### src/rtl/mem_arbiter_pkg.sv
// Shared definitions for the two-port memory arbiter: default widths and FSM states.
package mem_arbiter_pkg;

    localparam int DEF_ADDR_WIDTH = 6;
    localparam int DEF_DATA_WIDTH = 16;

    typedef enum logic [1:0] {
        ST_IDLE    = 2'd0,
        ST_ACCESS  = 2'd1,
        ST_CAPTURE = 2'd2
    } state_e;

    localparam logic PORT_FETCH = 1'b0;
    localparam logic PORT_LSU   = 1'b1;

endpackage

### src/rtl/mem_arbiter_rr.sv
// Combinational two-way round-robin select; the grant history register lives in the caller.
module rr_arbiter2 (
    input  logic valid0,
    input  logic valid1,
    input  logic last_grant,
    output logic grant
);

    // Lone requester wins; otherwise (both or neither) favour the port not granted last.
    always_comb begin
        grant = ~last_grant;
        if (valid0 && !valid1) begin
            grant = 1'b0;
        end else if (valid1 && !valid0) begin
            grant = 1'b1;
        end else begin
            grant = ~last_grant;
        end
    end

endmodule

### src/rtl/mem_arbiter.sv
// Round-robin request arbiter and access sequencer in front of a single-port memory
// with one-cycle registered read data; one access in flight at a time.
module mem_arbiter
    import mem_arbiter_pkg::*;
#(
    parameter int ADDR_WIDTH = DEF_ADDR_WIDTH,
    parameter int DATA_WIDTH = DEF_DATA_WIDTH
) (
    input  logic                  clk,
    input  logic                  rst,
    input  logic                  p0_req_valid,
    output logic                  p0_req_ready,
    input  logic                  p0_req_we,
    input  logic [ADDR_WIDTH-1:0] p0_req_addr,
    input  logic [DATA_WIDTH-1:0] p0_req_wdata,
    output logic                  p0_rsp_valid,
    output logic [DATA_WIDTH-1:0] p0_rsp_rdata,
    input  logic                  p1_req_valid,
    output logic                  p1_req_ready,
    input  logic                  p1_req_we,
    input  logic [ADDR_WIDTH-1:0] p1_req_addr,
    input  logic [DATA_WIDTH-1:0] p1_req_wdata,
    output logic                  p1_rsp_valid,
    output logic [DATA_WIDTH-1:0] p1_rsp_rdata,
    output logic                  mem_we,
    output logic [ADDR_WIDTH-1:0] mem_addr,
    output logic [DATA_WIDTH-1:0] mem_data,
    input  logic [DATA_WIDTH-1:0] mem_out
);

    state_e                  state_r;
    state_e                  state_next_s;
    logic                    last_grant_r;
    logic                    port_r;
    logic                    write_r;
    logic                    grant_s;
    logic                    hs_s;
    logic                    sel_valid_s;
    logic                    sel_we_s;
    logic [ADDR_WIDTH-1:0]   sel_addr_s;
    logic [DATA_WIDTH-1:0]   sel_wdata_s;
    logic                    mem_we_r;
    logic [ADDR_WIDTH-1:0]   mem_addr_r;
    logic [DATA_WIDTH-1:0]   mem_data_r;
    logic                    p0_rsp_valid_r;
    logic                    p1_rsp_valid_r;
    logic [DATA_WIDTH-1:0]   p0_rsp_rdata_r;
    logic [DATA_WIDTH-1:0]   p1_rsp_rdata_r;

    rr_arbiter2 u_rr (
        .valid0     (p0_req_valid),
        .valid1     (p1_req_valid),
        .last_grant (last_grant_r),
        .grant      (grant_s)
    );

    // Request mux for the selected port, handshake and ready generation.
    always_comb begin
        sel_valid_s  = 1'b0;
        sel_we_s     = 1'b0;
        sel_addr_s   = '0;
        sel_wdata_s  = '0;
        if (grant_s == PORT_LSU) begin
            sel_valid_s = p1_req_valid;
            sel_we_s    = p1_req_we;
            sel_addr_s  = p1_req_addr;
            sel_wdata_s = p1_req_wdata;
        end else begin
            sel_valid_s = p0_req_valid;
            sel_we_s    = p0_req_we;
            sel_addr_s  = p0_req_addr;
            sel_wdata_s = p0_req_wdata;
        end
        hs_s         = (state_r == ST_IDLE) && sel_valid_s;
        p0_req_ready = (state_r == ST_IDLE) && (grant_s == PORT_FETCH);
        p1_req_ready = (state_r == ST_IDLE) && (grant_s == PORT_LSU);
    end

    // Next-state logic: accept, let memory sample, then capture its registered output.
    always_comb begin
        state_next_s = state_r;
        case (state_r)
            ST_IDLE: begin
                if (hs_s) begin
                    state_next_s = ST_ACCESS;
                end else begin
                    state_next_s = ST_IDLE;
                end
            end
            ST_ACCESS:  state_next_s = ST_CAPTURE;
            ST_CAPTURE: state_next_s = ST_IDLE;
            default:    state_next_s = ST_IDLE;
        endcase
    end

    // State register.
    always_ff @(posedge clk or posedge rst) begin
        if (rst) begin
            state_r <= ST_IDLE;
        end else begin
            state_r <= state_next_s;
        end
    end

    // Latch the accepted request onto the memory pins; write enable lives only in ACCESS.
    always_ff @(posedge clk or posedge rst) begin
        if (rst) begin
            last_grant_r <= 1'b1;
            port_r       <= 1'b0;
            write_r      <= 1'b0;
            mem_we_r     <= 1'b0;
            mem_addr_r   <= '0;
            mem_data_r   <= '0;
        end else if (hs_s) begin
            last_grant_r <= grant_s;
            port_r       <= grant_s;
            write_r      <= sel_we_s;
            mem_we_r     <= sel_we_s;
            mem_addr_r   <= sel_addr_s;
            mem_data_r   <= sel_wdata_s;
        end else begin
            mem_we_r     <= 1'b0;
        end
    end

    // Completion strobe and read-data return to the granted port at the end of CAPTURE.
    always_ff @(posedge clk or posedge rst) begin
        if (rst) begin
            p0_rsp_valid_r <= 1'b0;
            p1_rsp_valid_r <= 1'b0;
            p0_rsp_rdata_r <= '0;
            p1_rsp_rdata_r <= '0;
        end else begin
            p0_rsp_valid_r <= (state_r == ST_CAPTURE) && (port_r == PORT_FETCH);
            p1_rsp_valid_r <= (state_r == ST_CAPTURE) && (port_r == PORT_LSU);
            if ((state_r == ST_CAPTURE) && !write_r && (port_r == PORT_FETCH)) begin
                p0_rsp_rdata_r <= mem_out;
            end
            if ((state_r == ST_CAPTURE) && !write_r && (port_r == PORT_LSU)) begin
                p1_rsp_rdata_r <= mem_out;
            end
        end
    end

    assign mem_we       = mem_we_r;
    assign mem_addr     = mem_addr_r;
    assign mem_data     = mem_data_r;
    assign p0_rsp_valid = p0_rsp_valid_r;
    assign p1_rsp_valid = p1_rsp_valid_r;
    assign p0_rsp_rdata = p0_rsp_rdata_r;
    assign p1_rsp_rdata = p1_rsp_rdata_r;

endmodule
### config.mk
export PLATFORM = sky130hd
export DESIGN_NAME = mem_arbiter
export DESIGN_NICKNAME = d
export VERILOG_FILES = /design/src/rtl/mem_arbiter_pkg.sv /design/src/rtl/mem_arbiter_rr.sv /design/src/rtl/mem_arbiter.sv
export SDC_FILE = /design/constraint.sdc
export NUM_CORES = 1
export LEC_CHECK = 0
export CAP_MARGIN = 20
export CELL_PAD_IN_SITES_DETAIL_PLACEMENT = 0
export CELL_PAD_IN_SITES_GLOBAL_PLACEMENT = 1
export CORE_MARGIN = 2
export CORE_UTILIZATION = 32
export DETAILED_ROUTE_END_ITERATION = 10
export PLACE_DENSITY_LB_ADDON = 0.25
export SYNTH_ARGS = -nofsm -noshare
export SYNTH_HDL_FRONTEND = slang
export SYNTH_SLANG_ARGS = --single-unit
### constraint.sdc
create_clock -name clk -period 2.28 [get_ports clk]
set_clock_uncertainty 0.05 [all_clocks]
set_input_delay 0.57 -clock clk [delete_from_list [all_inputs] [get_ports clk]]
set_output_delay 0.57 -clock clk [all_outputs]
set_load 0.1 [all_outputs]
# After elaboration in Yosys (flattened, before gate mapping)
# Cells that the tools add are included.
# totals
mem_count,0
ff_bits,62
latch_bits,0
wordCells,39
output_inout_bits,59
rom_bits,0
mem_bits_rw,0
# classes
n_div,0
eq_ne,2
magnitude_cmp,0
n_addsub,0
shift,0
n_mul,0
mux,9
n_reduce_logical,14
bitwise_logic,3
# ops
operator,count
$mux W16,1
$logic_and A1 B1 Y1,10
$mux W1,6
$mux W6,1
$pmux W2 S2,1
$logic_not A1 Y1,3
$not A1 Y1,3
$eq A2 B1 Y1 const B,1
$eq A2 B2 Y1 const B,1
$logic_not A2 Y1,1

# Longest topological paths before layout
# logic_depth
ltp_word,8
depth_mapped,5
depth_no_buf,3

# By module
# A second synthesis with hierarchy kept.
# unflattened
hier_cells,174
hier_area_um2,2726.4
# modules_own_cells
module,instances,cells_per_inst,area_each_um2
mem_arbiter,1,171,2707.6
rr_arbiter2,1,3,18.8

# Worst setup path after synthesis
# No wires, ideal clock.
# synth_timing
path_type,input -> output
start,input port p1_req_valid
end,output port p1_req_ready
stages,4
t_arrival_ps,2445
path_slack_ps,-785
path_buffers,1
cell_sequence,buf_2 inv_1 maj3_1 nor2_1
# synth_between
elab_chain_len,4
elab_cells_between_ends,6
# synth_rtl
element,line_no,text
"start, declared",mem_arbiter.sv:18,"input logic p1_req_valid,"
$logic_and A1 B1 Y1 or $logic_not A1 Y1 (tied branches),"mem_arbiter_rr.sv:14, mem_arbiter_rr.sv:12",
$mux W1 or $logic_and A1 B1 Y1 (tied branches),"mem_arbiter_rr.sv:14, mem_arbiter_rr.sv:12",
$mux W1 *,mem_arbiter_rr.sv:12,if (valid0 && !valid1) begin
$logic_and A1 B1 Y1 *,mem_arbiter.sv:76,p1_req_ready = (state_r == ST_IDLE) && (grant_s == PORT_LSU);
"end, declared",mem_arbiter.sv:19,"output logic p1_req_ready,"
# Mark *: on every way between the ends. The rest lies on a longest branch, timed or not.

# Worst setup path after layout
# layout_timing
start,input port p1_req_valid
end,output port p0_req_ready
# layout_between
elab_chain_len,5
elab_cells_between_ends,7
# layout_rtl
element,line_no,text
$logic_and A1 B1 Y1 or $logic_not A1 Y1 (tied branches),"mem_arbiter_rr.sv:14, mem_arbiter_rr.sv:12",
$mux W1 or $logic_and A1 B1 Y1 (tied branches),"mem_arbiter_rr.sv:14, mem_arbiter_rr.sv:12",
$mux W1 *,mem_arbiter_rr.sv:12,
$not A1 Y1 *,mem_arbiter.sv:75,p0_req_ready = (state_r == ST_IDLE) && (grant_s == PORT_FETCH);
$logic_and A1 B1 Y1 *,mem_arbiter.sv:75,
"end, declared",mem_arbiter.sv:12,"output logic p0_req_ready,"
# Marked as above.

==> results.py <==
metrics = {
    "outcome": {
        "status": "completed",
    },
    "clock_network": {
        "clk_pin_slew_ns": 0.07,
        "holdBufCountCts": 0,
        "clk_latency_ns": 0.33,
        "numCtsBuffers": 9,
        "root_buffer": "clkbuf_8",
        "clock-sinks": 62,
        "cts_tree": "done",
        "cts-htree-levels": 3,
        "clockBufferDepth": 2,
    },
    "critical_path": {
        "crit_chain": "dlygate4sd2_1 > inv_2 > maj3_2 > and2_4 > buf_12",
        "slowest_delay_ns": 0.36,
        "crit_slowest_cell": "maj3_2",
        "worst-setup-path-type": "in -> out",
        "critPathCaptureType": "output pin",
        "path_buf_inv": 3,
        "worstPathMaxFanout": 4,
        "critical_path_required_ns": 1.66,
        "cp-start-kind": "input port",
        "crit_family": "buffers and inverters",
        "arrival_ns": 1.56,
    },
    "flow_run": {
        "maxCapViolations": 0,
    },
    "cells_and_area": {
        "final_util_pct": 49.8,
        "regArea_sq_mm": 0.00155,
        "drive_gt1_share_pct": 35.2,
        "diodes": 0,
        "num-fill-cells": 806,
        "fin_nets": 425,
        "area_growth_pct": 51.5,
        "multi_input_area_sq_mm": 0.00116,
    },
    "synthesis": {
        "ys_warn_count": 0,
        "ys_async_sr_fraction_pct": 100,
        "synth_ff_type": "dfrtp_1",
        "ys_ff_latch": 62,
        "synth_area_leader_cell": "dfrtp_1",
        "synth_cell_types": 23,
        "avgSynthCellArea_sq_um": 12.1,
        "synth.top_cell.area_share_pct": 53.3,
        "postSynthCellCount": 237,
        "synth_most_common_cell": "dfrtp_1",
        "ys_seq_area_share_pct": 54.2,
        "synth_nets": 303,
        "synth_area_leaders": "dfrtp_1, o2111ai_1, mux2_2",
        "synth_edf_count": 0,
        "synthTopCellsByCount": "dfrtp_1, o2111ai_1, o21ai_0",
        "netlist_area_sq_mm": 0.00286,
    },
    "global_route": {
        "grt_pass1_vias": 2644,
        "antenna_found_initial": 0,
        "grt_overflow": 0,
        "globalRouteTotalUtil_pct": 17.1,
        "grt_max_degree": 48,
        "grt_pass1_wl_mm": 13.4,
    },
    "placement": {
        "dp_hpwl_mm": 5.45,
        "place_congestion": 0.727,
        "portBuffers": 124,
    },
    "detailed_routing": {
        "post-route-drc-count": 0,
        "drt_iter0_markers": 40,
        "wl_mm": 8.10,
        "vias": 2481,
        "wire_per_inst_um": 17.2,
        "dr.pass1.iters": 4,
        "routed_via_density": 5.26,
        "detail-route-antenna-nets": 0,
    },
    "sta": {
        "fmax_ghz": 0.459,
        "hold_violations": 0,
        "period_needed_ns": 2.18,
        "worst_slew_pin_slew_ns": 0.793,
        "drv_slew": 0,
        "rsz0062_at_grt": "false",
        "post-route-period-util_pct": 95.6,
        "timing.slew.headroom_pct": 47.1,
        "setup_violations": 0,
    },
    "floorplanning": {
        "core_area_sq_mm": 0.00872,
        "dieArea_sq_mm": 0.00972,
        "initial_core_util_pct": 32.8,
        "die_w_um": 98.6,
        "std_cell_rows": 34,
        "die_y_um": 98.6,
        "io_pins": 125,
    },
    "min_path": {
        "hp-class": "reg -> reg",
    },
}
metal layers:
metal	GRT usage, %	up-vias	share of wire, %
met1	23.0	1190	46
met2	26.9	121	45
met5	0	-	0
met3	4.82	8	8.7
met4	5.16	0	0.91
li1	-	1162	-
worst reg2reg max path, delay by kind of cell, from the launching register on:
family / cells / cell delay (ns)
AOI/OAI and AO/OA: 1 / 0.38
and+or+nand+nor: 1 / 0.11
buffers and inverters: 2 / 0.73
DFF: 1 / 0.54
what timing repair did:
item / 4_1_cts / 5_1_grt
setup buffers: 0 / 0
resized for setup: 5 / 0
setup endpoints to repair: 2 / 0
sequential cells by signal (all words and copies together), names as in the netlist:
name / cells
mem_data: 16
p0_rsp_valid: 1
write_r: 1
p0_rsp_rdata: 16
p1_rsp_valid: 1
mem_we: 1
last_grant_r: 1
port_r: 1
p1_rsp_rdata: 16
state_r: 2
mem_addr: 6
logic make-up (layout without fill, tap and decap cells):
| group | Yosys count | in the layout | synth area share [%] |
|---|---|---|---|
| fa+ha+maj | 1 | 1 | 0.350 |
| compound gates | 74 | 74 | 19.0 |
| simple gates | 34 | 34 | 6.64 |
| mux | 32 | 32 | 13.9 |
| buf+inv | 34 | 161 | 5.94 |
| flops | 62 | 62 | 54.2 |
layout make-up:
type,count,share of cell area [%]
tap,108,3.11
clock buffer,11,3.26
sequential,62,35.8
inverter,5,0.433
clock inverter,5,1.90
timing repair buffer,140,28.8
multi-input combinational,141,26.7
per-stage QoR:
step / instance area (sq um) / hold slack, ns / std cells / setup slack [ns] / setup TNS [ns]
after floorplan: 2870 / 0.386 / 237 / -0.0504 / -0.0504
after global placement: 4120 / 0.408 / 456 / -0.281 / -0.502
after detailed placement: 4120 / 0.417 / 456 / -0.294 / -0.537
after CTS: 4340 / 0.423 / 472 / 0.0956 / 0
after global routing: 4340 / 0.438 / 472 / 0.0592 / 0
final: 4340 / 0.423 / 472 / 0.101 / 0
worst paths after layout:
| path | from | endpoint | slack (ns) | cells past startpoint |
|---|---|---|---|---|
| worst max-delay path | p1_req_valid | p0_req_ready | 0.10 | 5 |
| worst min-delay path | port_r | p0_rsp_valid | 0.42 | 1 |
| worst max register to register | last_grant_r | write_r | 0.36 | 4 |
| worst min register to register | port_r | p0_rsp_valid | 0.42 | 1 |
| max in group asynchronous | rst | last_grant_r | 1.21 | 3 |
| min in group asynchronous | rst | mem_data[0] | 0.43 | 2 |
cells in the final DEF, fill, tap and decap left out:
master and instances:
buf_4 72, clkdlybuf4s50_1 63, dfrtp_1 61, o2111ai_1 46, o21ai_0 28, nand3_1 23
mux2_2 19, mux2_4 10, clkbuf_8 10, inv_1 3, mux2_1 3, clkinvlp_4 3
buf_12 3, inv_2 2, nor2_4 2, nor2b_1 2, bufinv_16 2, dlygate4sd2_1 2
or2_1 1, nor2_1 1, and3b_1 1, nor2b_4 1, nor3b_2 1, maj3_2 1
nand2_1 1, and2_4 1, clkbuf_1 1, dfstp_2 1
Power is not shown: default switching activity piles up to over one toggle a cycle in this logic, so the estimate is an artifact.
